## src/rtl/hwpe_stream_tcdm_order_sched_if.sv

```systemverilog
// Channel request/grant taps toward the order scheduler and the order/boost
// results it returns to the reorder stage.
interface hwpe_stream_tcdm_order_sched_if #(
  parameter int unsigned NB_CHAN = 4
);
  localparam int unsigned CW = $clog2(NB_CHAN);

  logic [NB_CHAN-1:0] in_req;
  logic [NB_CHAN-1:0] in_gnt;
  logic [CW-1:0]      order;
  logic               boost;
  logic [CW-1:0]      boost_chan;

  modport master (output in_req, in_gnt, input order, boost, boost_chan);
  modport slave  (input in_req, in_gnt, output order, boost, boost_chan);
endinterface

```

## src/rtl/hwpe_stream_tcdm_order_sched.sv

```systemverilog
// Rotation scheduler driving the channel-to-port order of the HWPE-Mem reorder
// stage: fixed, periodic rotation, or adaptive boost of a starving channel.
module hwpe_stream_tcdm_order_sched #(
  parameter int unsigned NB_CHAN  = 4,
  parameter int unsigned PERIOD_W = 8,
  parameter int unsigned STARVE_W = 6,
  localparam int unsigned CW      = $clog2(NB_CHAN)
) (
  input  logic                clk_i,
  input  logic                rst_i,
  input  logic                clear_i,
  input  logic                enable_i,
  input  logic [1:0]          mode_i,
  input  logic [CW-1:0]       fixed_order_i,
  input  logic [PERIOD_W-1:0] period_i,
  input  logic [STARVE_W-1:0] starve_thr_i,
  hwpe_stream_tcdm_order_sched_if.slave sched
);

  typedef enum logic [1:0] {IDLE, RUN, BOOST} state_t;

  state_t              state;
  logic [CW-1:0]       order_q;
  logic                boost_q;
  logic [CW-1:0]       boost_chan_q;
  logic [PERIOD_W-1:0] period_cnt;
  logic [STARVE_W-1:0] starve_cnt [NB_CHAN];

  logic          starve_hit;
  logic [CW-1:0] starve_sel;
  logic          boost_exit;

  // Lowest-index channel at or above threshold wins ties.
  always_comb begin
    starve_hit = 1'b0;
    starve_sel = '0;
    for (int unsigned c = 0; c < NB_CHAN; c++) begin
      if (!starve_hit && starve_thr_i != '0 && starve_cnt[c] >= starve_thr_i) begin
        starve_hit = 1'b1;
        starve_sel = CW'(c);
      end
    end
  end

  assign boost_exit = sched.in_gnt[boost_chan_q] || !sched.in_req[boost_chan_q]
                      || mode_i != 2'b10;

  always_ff @(posedge clk_i) begin
    if (rst_i || clear_i) begin
      state        <= IDLE;
      order_q      <= '0;
      boost_q      <= 1'b0;
      boost_chan_q <= '0;
      period_cnt   <= '0;
      for (int unsigned c = 0; c < NB_CHAN; c++) starve_cnt[c] <= '0;
    end else if (state == IDLE) begin
      if (enable_i) state <= RUN;
    end else if (!enable_i) begin
      state      <= IDLE;
      boost_q    <= 1'b0;
      period_cnt <= '0;
      for (int unsigned c = 0; c < NB_CHAN; c++) starve_cnt[c] <= '0;
    end else begin
      for (int unsigned c = 0; c < NB_CHAN; c++) begin
        if (sched.in_gnt[c] || !sched.in_req[c]) starve_cnt[c] <= '0;
        else if (starve_cnt[c] != '1)            starve_cnt[c] <= starve_cnt[c] + STARVE_W'(1);
      end
      if (state == BOOST) begin
        order_q    <= boost_chan_q;
        period_cnt <= '0;
        // Explicit clear covers the mode-change exit, where the channel may still starve.
        if (boost_exit) begin
          state                    <= RUN;
          boost_q                  <= 1'b0;
          starve_cnt[boost_chan_q] <= '0;
        end
      end else if (mode_i == 2'b00) begin
        order_q    <= fixed_order_i;
        period_cnt <= '0;
      end else if (mode_i == 2'b10 && starve_hit) begin
        state        <= BOOST;
        order_q      <= starve_sel;
        boost_chan_q <= starve_sel;
        boost_q      <= 1'b1;
        period_cnt   <= '0;
      end else if (period_i == '0) begin
        period_cnt <= '0;
      end else if (period_cnt == period_i - PERIOD_W'(1)) begin
        order_q    <= order_q + CW'(1);
        period_cnt <= '0;
      end else begin
        period_cnt <= period_cnt + PERIOD_W'(1);
      end
    end
  end

  assign sched.order      = order_q;
  assign sched.boost      = boost_q;
  assign sched.boost_chan = boost_chan_q;

endmodule

```

## src/flat_wrapper.sv

```systemverilog
// flat-port wrapper written by rule: the top's interface ports become plain ports
module hwpe_stream_tcdm_order_sched_flat 
#(
  parameter int unsigned NB_CHAN  = 4,
  parameter int unsigned PERIOD_W = 8,
  parameter int unsigned STARVE_W = 6,
  localparam int unsigned CW      = $clog2(NB_CHAN)
)
  (clk_i, rst_i, clear_i, enable_i, mode_i, fixed_order_i, period_i, starve_thr_i, sched_in_req, sched_in_gnt, sched_order, sched_boost, sched_boost_chan);
  hwpe_stream_tcdm_order_sched_if #(.NB_CHAN(NB_CHAN)) sched_i ();
  input  logic clk_i;
  input  logic rst_i;
  input  logic clear_i;
  input  logic enable_i;
  input  logic [1:0] mode_i;
  input  logic [CW-1:0] fixed_order_i;
  input  logic [PERIOD_W-1:0] period_i;
  input  logic [STARVE_W-1:0] starve_thr_i;
  input wire logic [$bits(sched_i.in_req)-1:0] sched_in_req;
  input wire logic [$bits(sched_i.in_gnt)-1:0] sched_in_gnt;
  output wire logic [$bits(sched_i.order)-1:0] sched_order;
  output wire logic [$bits(sched_i.boost)-1:0] sched_boost;
  output wire logic [$bits(sched_i.boost_chan)-1:0] sched_boost_chan;
  assign sched_i.in_req = sched_in_req;
  assign sched_i.in_gnt = sched_in_gnt;
  assign sched_order = sched_i.order;
  assign sched_boost = sched_i.boost;
  assign sched_boost_chan = sched_i.boost_chan;
  hwpe_stream_tcdm_order_sched #(.NB_CHAN(NB_CHAN), .PERIOD_W(PERIOD_W), .STARVE_W(STARVE_W)) u_core (.clk_i(clk_i), .rst_i(rst_i), .clear_i(clear_i), .enable_i(enable_i), .mode_i(mode_i), .fixed_order_i(fixed_order_i), .period_i(period_i), .starve_thr_i(starve_thr_i), .sched(sched_i));
endmodule
```

## config.mk

```make
export PLATFORM = sky130hd
export DESIGN_NAME = hwpe_stream_tcdm_order_sched_flat
export DESIGN_NICKNAME = d
export VERILOG_FILES = /design/src/rtl/hwpe_stream_tcdm_order_sched_if.sv /design/src/rtl/hwpe_stream_tcdm_order_sched.sv /design/src/flat_wrapper.sv
export SDC_FILE = /design/constraint.sdc
export NUM_CORES = 1
export LEC_CHECK = 0
export ABC_AREA = 1
export ABC_CLOCK_PERIOD_IN_PS = 4200
export BUFFER_PORTS_ARGS = -buffer_cell sky130_fd_sc_hd__buf_4
export CAP_MARGIN = 10
export CORE_MARGIN = 3
export CORE_UTILIZATION = 57
export CTS_BUF_LIST = sky130_fd_sc_hd__clkbuf_2 sky130_fd_sc_hd__clkbuf_4 sky130_fd_sc_hd__clkbuf_8
export DETAILED_ROUTE_END_ITERATION = 8
export PLACE_DENSITY = 0.79
export SYNTH_ARGS = -nofsm -noshare
export SYNTH_HDL_FRONTEND = slang
export SYNTH_SLANG_ARGS = --single-unit
```

## constraint.sdc

```tcl
create_clock -name clk_i -period 4.2 [get_ports clk_i]
set_clock_uncertainty 0.05 [all_clocks]
set_input_delay 0.63 -clock clk_i [delete_from_list [all_inputs] [get_ports clk_i]]
set_output_delay 0.63 -clock clk_i [all_outputs]
set_load 0.01 [all_outputs]
```

==> results.md <==
- Worst EP required: ~4.4 ns
- Simple-gate area share of the yosys netlist: 0.372
- Critical path's slowest cell: nor2_2
- Row count: 26
- RSZ-0062 raised after global routing: no
- Mapped Cells: roughly 520
- Pins Over Slew Limit: 0
- Post-Syn Nets: just under 600
- Hold-fix buffers, CTS: 0
- Aggregate global-route resource usage: 0.247
- Yosys reg bits: 39
- Slew HR: 0.588
- Cell Area, Synth: 3270 µm²
- DP Worst Slack: roughly 1.5 ns
- Crit Reg-Reg Startpoint: u_core.starve_cnt[0][0]
- Nets: 618
- Vias: roughly 3300
- Worst path top cell family by delay: simple AND/OR/NAND/NOR gates
- Main combinational cell family by area after synthesis: simple AND/OR/NAND/NOR gates
- Via/cell ratio: 5.29
- Critical path peak fanout: 15
- Most frequent CP cell: inv_2
- Leak Pwr: 1.97 nW
- CTS clk-pin slew, worst paths: 0.08 ns
- WL final: 7.85 mm
- Crit. Startpoint: clear_i
- Pin count of the biggest net entering global routing: 16
- Worst-Margin Slew: 0.618 ns
- Worst Min Path Start: u_core.sched.boost
- Die width: between 80 and 90 µm
- Setup WS post-layout: 1.83 ns
- Sum of negative setup slack: 0 ns
- Hold WC Path Type: reg2reg
- Crit path kind: in2reg
- Initial antenna violation count: 0
- TritonCTS clock tree: done
- Layout cell share with drive strength beyond 1: 0.141
- Pwr Total: 0.000832 W
- Netlist cell types: a little over 40
- Hold Fails Final Rpt: 0
- CP Data Arrival Time: about 2.5 ns
- Final Cycle Share: 0.564
- Status: completed
- Gpl congestion: roughly 0.9
- Post_cts resized: 0
- Drt first pass iters: 4
- Core footprint: 5340 µm²
- Post-route antenna net violation count: 0
- CP Launch Type: input port
- H-tree Lvls: 2
- Port Buffer Count: 34
- Vias in the first global route: 2941
- Maximum VDD drop: 177 µV
- Synth Area in Adders: 0.115
- CP Cell Sequence: buf_4 > nor2_2 > inv_2 > nor2_1 > inv_1 > nor2_1 > inv_2 > nand4_2 > inv_2 > o21ai_1 > inv_2 > nand3_1 > inv_1
- Mux contribution to synthesized area: 0
- Crit-path max cell delay: 0.44 ns
- CTS Buf Count: 5
- Clock buffer depth: 2
- Synth Area per Inst: approximately 6.3 µm²
- Max Cap Violations: 0
- Drt wl/cell: about 12 µm
- Worst path bufs/invs: 7
- Post-synthesis compound-gate area fraction: 0.125
- Synth Area in XOR/XNOR: 0.0241
- PwrDens: 224 nW/µm²
- # setup viols final: 0
- TritonCTS sink count: 39
- Crit. End Element: register
- Crit path time final: 2.37 ns
- Gr ovfl total: 0
- I/O pins: 35
- Fmax: 0.422 GHz
- # diodes: 0
- Register area share after synthesis: 0.239
- First-pass GRT wire length: 12.9 mm
- Root buf cell: clkbuf_8
- Clock Latency Late Sink: 0.30 ns
- Starting Density: 0.613
- DRT iter0 DRCs: approximately 160
- HPWL Detailed: roughly 6.3 mm
- Die Y: 81.8 µm
- Yosys warns: 0
- Die ar.: 6680 µm²
- Post-CTS Setup Inserts: 0
- Synth-to-layout area growth: 13.6%
- Residual DRC: 0
-- path summary, 6_finish.rpt --
kind,to,slack [ns],depth (start not counted)
min,u_core.sched.boost,0.42,2
min reg2reg,u_core.sched.boost,0.42,2
max reg2reg,u_core.period_cnt[4],2.09,15
max,u_core.starve_cnt[2][5],1.83,13
-- power by group --
| group | internal (W) | total, W | switching, W |
|---|---|---|---|
| Sequential | 0.000373 | 0.000375 | 0.00000223 |
| Clock | 0.000192 | 0.000333 | 0.000140 |
| Combinational | 0.0000488 | 0.000124 | 0.0000751 |
| Total | 0.000614 | 0.000832 | 0.000218 |
-- final cells by class --
type                       count  area (µm²)
clock buffer                   6        82.6
clock inverter                 2        35.0
fill                         491        1620
inverter                     105         395
multi-input combinational    373        2080
sequential                    39         781
tap                           70        87.6
timing repair buffer          34         255
-- cells in the final DEF, fill, tap and decap left out, types with 2 or more instances in the layout --
| master | count |
|---|---|
| nand2_1 | 137 |
| inv_1 | 93 |
| nor2_1 | 47 |
| dfxtp_1 | 39 |
| a21oi_1 | 36 |
| buf_4 | 34 |
| nand3_1 | 32 |
| ha_1 | 30 |
| o21ai_0 | 12 |
| inv_2 | 11 |
| nand4_1 | 8 |
| o21ai_1 | 8 |
| nand3b_1 | 7 |
| nor3_1 | 6 |
| nor2_2 | 6 |
| xor2_1 | 6 |
| clkbuf_8 | 6 |
| nand3_2 | 4 |
| nor2_4 | 3 |
| nand2_2 | 3 |
| o211ai_1 | 3 |
| xnor2_1 | 3 |
| a211oi_1 | 3 |
| clkinv_2 | 2 |
| o32ai_1 | 2 |
| nand2_4 | 2 |
| o21bai_1 | 2 |
-- synth_stat cells (all sizes together) --
cell type  count  area share
a211oi         3      0.0069
a21o           1      0.0023
a21oi         37       0.058
a22oi          1      0.0023
and3           1      0.0019
buf            2      0.0027
clkbuf         2      0.0023
clkinv         1      0.0015
dfxtp         39        0.24
ha            30        0.11
inv          104        0.12
nand2        142        0.17
nand3         36       0.061
nand3b         7       0.016
nand4          9       0.019
nor2          57       0.082
nor3           7       0.014
nor3b          1      0.0038
o211ai         4       0.011
o21a           1      0.0023
o21ai         20       0.031
o21bai         2      0.0046
o22ai          1      0.0019
o32ai          2      0.0054
or2            2      0.0038
xnor2          3      0.0080
xor2           6       0.016
-- metal layers --
layer | GRT usage | vias to the layer above | part of all wire
li1 | - | 1728 | -
met1 | 0.327 | 1508 | 0.48
met2 | 0.412 | 84 | 0.46
met3 | 0.0406 | 7 | 0.050
met4 | 0.0681 | 0 | 0.0099
met5 | 0 | - | 0
-- state kept, by name, indices dropped and copies added (netlist names) --
name / count
u_core.state: 2
u_core.sched.order: 2
u_core.starve_cnt: 24
u_core.sched.boost: 1
u_core.period_cnt: 8
u_core.sched.boost_chan: 2
-- metrics by stage --
| step | hold WS, ns | area, µm² | std cells | utilization |
|---|---|---|---|---|
| floorplan | 0.406 | 3270 | 521 | - |
| global placement | 0.401 | 3600 | 621 | 0.674 |
| detailed placement | 0.412 | 3600 | 621 | 0.674 |
| CTS | 0.426 | 3710 | 629 | 0.696 |
| global route | 0.464 | 3710 | 629 | 0.696 |
| finish | 0.423 | 3710 | 629 | 0.696 |
-- tightest hold or removal path, delay by kind of cell, from the launching register on --
family           cells  cell delay (ns)
flip-flops           1             0.32
AND/OR/NAND/NOR      1             0.06
AO/OA/AOI/OAI        1             0.05
-- kinds of logic after synthesis --
family	after synthesis
AND/OR/NAND/NOR	262
buffers and inverters	109
AO/OA/AOI/OAI	72
flip-flops	39
adder cells (fa/ha/maj)	30
XOR/XNOR	9
Power figures use the tool's default switching activity.
